==> src/rtl/inst_fetch_buffer.sv <==
// Instruction fetch stage: one outstanding memory request, PC-tagged in-order buffer
// toward decode, and a flush that discards buffered and in-flight instructions.
module inst_fetch_buffer #(
    parameter int DEPTH  = 2,
    parameter int ADDR_W = 32,
    parameter int DATA_W = 32
) (
    input  logic              clk,
    input  logic              rst,
    input  logic              pc_valid,
    input  logic [ADDR_W-1:0] pc_addr,
    output logic              pc_ready,
    input  logic              flush,
    output logic              imem_req_valid,
    output logic [ADDR_W-1:0] imem_req_addr,
    input  logic              imem_req_ready,
    input  logic              imem_rsp_valid,
    input  logic [DATA_W-1:0] imem_rsp_data,
    output logic              id_valid,
    input  logic              id_ready,
    output logic [DATA_W-1:0] id_inst,
    output logic [ADDR_W-1:0] id_pc,
    output logic              id_misalign
);
    localparam int PTR_W = (DEPTH > 1) ? $clog2(DEPTH) : 1;
    localparam int CNT_W = PTR_W + 1;

    typedef enum logic [1:0] {
        IDLE      = 2'd0,
        WAIT      = 2'd1,
        WAIT_DROP = 2'd2
    } state_t;

    state_t            state_q, state_d;
    logic [CNT_W-1:0]  count_q, count_d;
    logic [PTR_W-1:0]  rd_ptr_q, rd_ptr_d;
    logic [PTR_W-1:0]  wr_ptr_q, wr_ptr_d;
    logic [ADDR_W-1:0] req_pc_q, req_pc_d;

    logic [DATA_W-1:0] inst_q [DEPTH];
    logic [ADDR_W-1:0] pc_q   [DEPTH];
    logic              mis_q  [DEPTH];

    logic              aligned, can_issue, req_fire, mis_fire, rsp_push, push, pop;
    logic [DATA_W-1:0] push_inst;
    logic [ADDR_W-1:0] push_pc;
    logic              push_mis;

    always_comb begin
        aligned        = (pc_addr[1:0] == 2'b00);
        // A slot is reserved at issue time, so a returning word always fits.
        can_issue      = (state_q == IDLE) && (count_q < CNT_W'(DEPTH)) && !flush;
        imem_req_valid = pc_valid && can_issue && aligned;
        imem_req_addr  = pc_addr;
        pc_ready       = pc_valid && can_issue && (!aligned || imem_req_ready);
        req_fire       = imem_req_valid && imem_req_ready;
        mis_fire       = pc_ready && !aligned;
        rsp_push       = (state_q == WAIT) && imem_rsp_valid && !flush;
        push           = rsp_push || mis_fire;
        pop            = (count_q != '0) && id_ready && !flush;

        push_inst = rsp_push ? imem_rsp_data : '0;
        push_pc   = rsp_push ? req_pc_q : pc_addr;
        push_mis  = !rsp_push;

        state_d = state_q;
        case (state_q)
            IDLE:      if (req_fire) state_d = WAIT;
            WAIT: begin
                if (imem_rsp_valid)  state_d = IDLE;
                else if (flush)      state_d = WAIT_DROP;
            end
            WAIT_DROP: if (imem_rsp_valid) state_d = IDLE;
            default:   state_d = IDLE;
        endcase

        req_pc_d = req_fire ? pc_addr : req_pc_q;
        wr_ptr_d = push ? wr_ptr_q + PTR_W'(1) : wr_ptr_q;
        if (flush) begin
            count_d  = '0;
            rd_ptr_d = wr_ptr_q;
        end else begin
            count_d  = count_q + CNT_W'(push) - CNT_W'(pop);
            rd_ptr_d = pop ? rd_ptr_q + PTR_W'(1) : rd_ptr_q;
        end
    end

    always_ff @(posedge clk) begin
        if (rst) begin
            state_q  <= IDLE;
            count_q  <= '0;
            rd_ptr_q <= '0;
            wr_ptr_q <= '0;
            req_pc_q <= '0;
            for (int i = 0; i < DEPTH; i++) begin
                inst_q[i] <= '0;
                pc_q[i]   <= '0;
                mis_q[i]  <= 1'b0;
            end
        end else begin
            state_q  <= state_d;
            count_q  <= count_d;
            rd_ptr_q <= rd_ptr_d;
            wr_ptr_q <= wr_ptr_d;
            req_pc_q <= req_pc_d;
            if (push) begin
                inst_q[wr_ptr_q] <= push_inst;
                pc_q[wr_ptr_q]   <= push_pc;
                mis_q[wr_ptr_q]  <= push_mis;
            end
        end
    end

    assign id_valid    = (count_q != '0);
    assign id_inst     = inst_q[rd_ptr_q];
    assign id_pc       = pc_q[rd_ptr_q];
    assign id_misalign = mis_q[rd_ptr_q];

endmodule

==> config.mk <==
export PLATFORM = sky130hd
export DESIGN_NAME = inst_fetch_buffer
export DESIGN_NICKNAME = d
export VERILOG_FILES = /design/src/rtl/inst_fetch_buffer.sv
export SDC_FILE = /design/constraint.sdc
export NUM_CORES = 1
export LEC_CHECK = 0
export ABC_AREA = 1
export CAP_MARGIN = 20
export CORE_MARGIN = 2
export CORE_UTILIZATION = 50
export DETAILED_ROUTE_END_ITERATION = 16
export HOLD_SLACK_MARGIN = 0.06
export PLACE_DENSITY = 0.75
export SKIP_CTS_REPAIR_TIMING = 1
export SLEW_MARGIN = 0
export SYNTH_ARGS = -nofsm -noshare
export SYNTH_HDL_FRONTEND = slang
export SYNTH_SLANG_ARGS = --single-unit
==> constraint.sdc <==
create_clock -name clk -period 3.85 [get_ports clk]
set_input_delay 0.385 -clock clk [delete_from_list [all_inputs] [get_ports clk]]
set_output_delay 0.385 -clock clk [all_outputs]
set_load 0.005 [all_outputs]
==> impl_metrics.csv <==
group,metric,value,unit
drt,final_antenna_net_count,0,
worst_setup_path,crit_path_end_kind,"output pin",
place,numPortBuffers,170,
clock_network,cts_buffers,17,
worst_setup_path,path_buf_inv,1,
sta,finalMaxSlewViolations,0,
drt,drt_wl_total,16300,µm
floorplan,row_count,45,
synth,yosysTopAreaCell,"edfxtp_1",
power,switchingPower,862,µW
run_status,status,"complete, no violations",
synth,synth_compound_area_frac,0.0231,
clock_network,insertion_delay,0.42,ns
power,clkPwrFrac,0.389,
synth,synth_area_leaders,"edfxtp_1 (50%), dfxtp_1 (9.9%), mux2_2 (9.3%), nor2_1 (7.8%), nand2_1 (6.4%)",
drt,dr.pass1.iters,5,
sta,setup_violations,0,
synth,synth_top_family_by_area,"simple AND/OR/NAND/NOR gates",
synth,synthMuxAreaShare,0.0930,
drt,num_vias,5541,
sta,fmaxAchievable,369,MHz
clock_network,cts_tree,"built",
power,ir_worst_vdd,303,µV
finish,fin_cells,1123,
place,dp_cells,1091,
flow_run,cap_violations,0,
global_route,overflow,0,
clock_network,h-tree-depth,4,
synth,synth-simple-area-share,0.189,
clock_network,clockBufferDepth,2,
synth,ys_warn_count,0,
floorplan,design.die.area,0.0168,mm²
power,powerDensity,410,mW/mm²
synth,yosys.area_share.xor_xnor,0.00111,
sta,final_hold_viol_count,0,
global_route,grt_max_degree,66,
sta,max_slew_margin,0.379,
floorplan,core,0.0153,mm²
hold_path,hp-class,"register to register",
synth,ys_seq_area_frac,0.596,
worst_setup_path,path_class,"register to output pin",
global_route,grt_pass1_vias,5210,
drt,routedWlPerCell,14.5,µm
power,p_int,3240,µW
sta,fin_crit_sh,0.704,
finish,nets,971,
worst_setup_path,path_cells,"mux2_2 > clkdlybuf4s50_1",
floorplan,start_util,0.514,
sta,skew,0.00564,ns
worst_setup_path,crit_fanout,65,
worst_setup_path,cp-start-kind,"register",
global_route,antenna_found_initial,0,
clock_network,clock-sinks,169,
clock_network,cts.clk_slew.worst_paths,0.06,ns
power,seq_power_share,0.505,
finish,multi_input_area,0.00243,mm²
place,gp_congestion,0.802,
floorplan,fp.dieH,129,µm
power,p_leak,0.00407,µW
finish,layout-drive-gt1-share,0.125,
synth,synth_fp_nets,853,
synth,syn_inst,781,
global_route,grt_pass1_wl,25400,µm
worst_setup_path,critPathRequiredTime,3.46,ns
clock_network,cts_root_buf,"clkbuf_16",
synth,synth.ff_latch_count,169,
drt,dr.first_iter.drc_count,355,
floorplan,die_w,129,µm
synth,ys_types,28,
synth,synth_top_area_frac,0.496,
synth,synth_area,0.00787,mm²
synth,syn_area_per_cell,10.1,µm²
power,p_total,4100,µW
power,sw_frac_of_total,0.210,
place,hpwl,9830,µm
worst_setup_path,slowest_stage,"dfxtp_4",
global_route,grt.total_usage,0.199,
worst_setup_path,critical-path-top-delay-family,"flip-flops",
floorplan,pin_count,171,
drt,vias_per_cell,4.93,
power,comb_power_share,0.106,
finish,syn2layout_area_growth,27.2,%
worst_setup_path,cp.arrival,2.33,ns
sta,rsz0062_at_grt,"false",
synth,synth_fa_ha_area_frac,0.00159,
sta,setup_tns,0,ns
finish,n_fill_cell,1245,
finish,seqCellArea,0.00469,mm²
sta,tightest_slew,0.931,ns
drt,post-route-drc-count,0,
sta,min_period,2.71,ns
worst_setup_path,max_stage_delay,0.95,ns
finish,diodes,0,
layer usage:
metal,vias up,global-route usage,part of all wire
li1,2771,-,-
met1,2542,0.255,0.43
met2,210,0.335,0.49
met3,18,0.0409,0.061
met4,0,0.0759,0.014
met5,-,0,0
metrics by stage:
stage	utilization	worst slack, ns	area (µm²)	hold slack, ns
after floorplan	-	0.950	7870	0.429
after global placement	0.617	0.987	9450	0.440
after detailed placement	0.617	0.924	9450	0.443
after CTS	0.653	1.10	10000	0.452
after global routing	0.653	1.06	10000	0.474
final	0.653	1.14	10000	0.448
placed cells by master, fill, tap and decap left out, drive strengths merged:
master	count
clkdlybuf4s50	170
nor2	168
nand2	136
edfxtp	130
inv	79
mux2	65
dfxtp	39
nand4	36
o21ai	33
clkbuf	30
nand3	9
buf	6
clkinv	3
or2	2
a21oi	2
a31oi	1
nor3b	1
xor2	1
ha	1
worst min-delay path, cell delays in order (launching register included):
cell     delay [ns]
dfxtp_1        0.30
nand3_1        0.07
inv_1          0.03
area by class of cell:
type / instances / area share
Clock buffer: 30 / 0.0547
Clock inverter: 2 / 0.000876
Tap cell: 211 / 0.0264
Timing Repair Buffer: 176 / 0.176
Multi-Input combinational cell: 455 / 0.243
Sequential cell: 169 / 0.469
Inverter: 80 / 0.0301
path summary, 6_finish.rpt:
kind	to	from	cells past startpoint	slack, ns
max	id_pc[28]	register	2	1.14
min reg2reg	req_pc_q[1]	req_pc_q[1]	2	0.45
min	req_pc_q[1]	req_pc_q[1]	2	0.45
max reg2reg	inst_q[1][28]	state_q[1]	6	1.57
logic make-up after synthesis:
group           after synthesis
xor+xnor                      1
mux                          65
simple gates                352
compound gates               36
fa+ha+maj                     1
buf+inv                     157
flops                       169
synth_stat cells:
library cell    n
o21ai_0        30
nand4_2         1
nor2_2          2
nor3b_1         1
nor2_1        164
nor2_4          2
clkbuf_1       11
nand2_2         2
nand4_1        35
dfxtp_1        39
nand3_2         2
nand3_4         1
nand3_1         6
or2_2           2
mux2_2         65
clkinv_1        1
a31oi_1         1
buf_1           2
inv_2           4
inv_1          75
buf_4          37
xor2_1          1
nand2_1       134
a21oi_1         2
ha_1            1
edfxtp_1      130
buf_2          27
o21ai_1         3
registers in the layout, summed over array words and instances, names as in the netlist, named ones only:
name / count
rd_ptr_q: 1
state_q: 2
wr_ptr_q: 1
pc_q: 64
count_q: 2
inst_q: 64
req_pc_q: 32
mis_q: 2
power groups by stage:
| stage | clock network [µW] | logic [µW] | registers, µW |
|---|---|---|---|
| 6_report | 1600 | 434 | 2070 |
| 5_1_grt | 1680 | 469 | 2080 |
| 4_1_cts | 1610 | 439 | 2070 |
| 3_5_place_dp | 0 | 436 | 2110 |
| 3_3_place_gp | 0 | 435 | 2100 |
| 2_1_floorplan | 0 | 197 | 2090 |
Power figures use the tool's default switching activity.
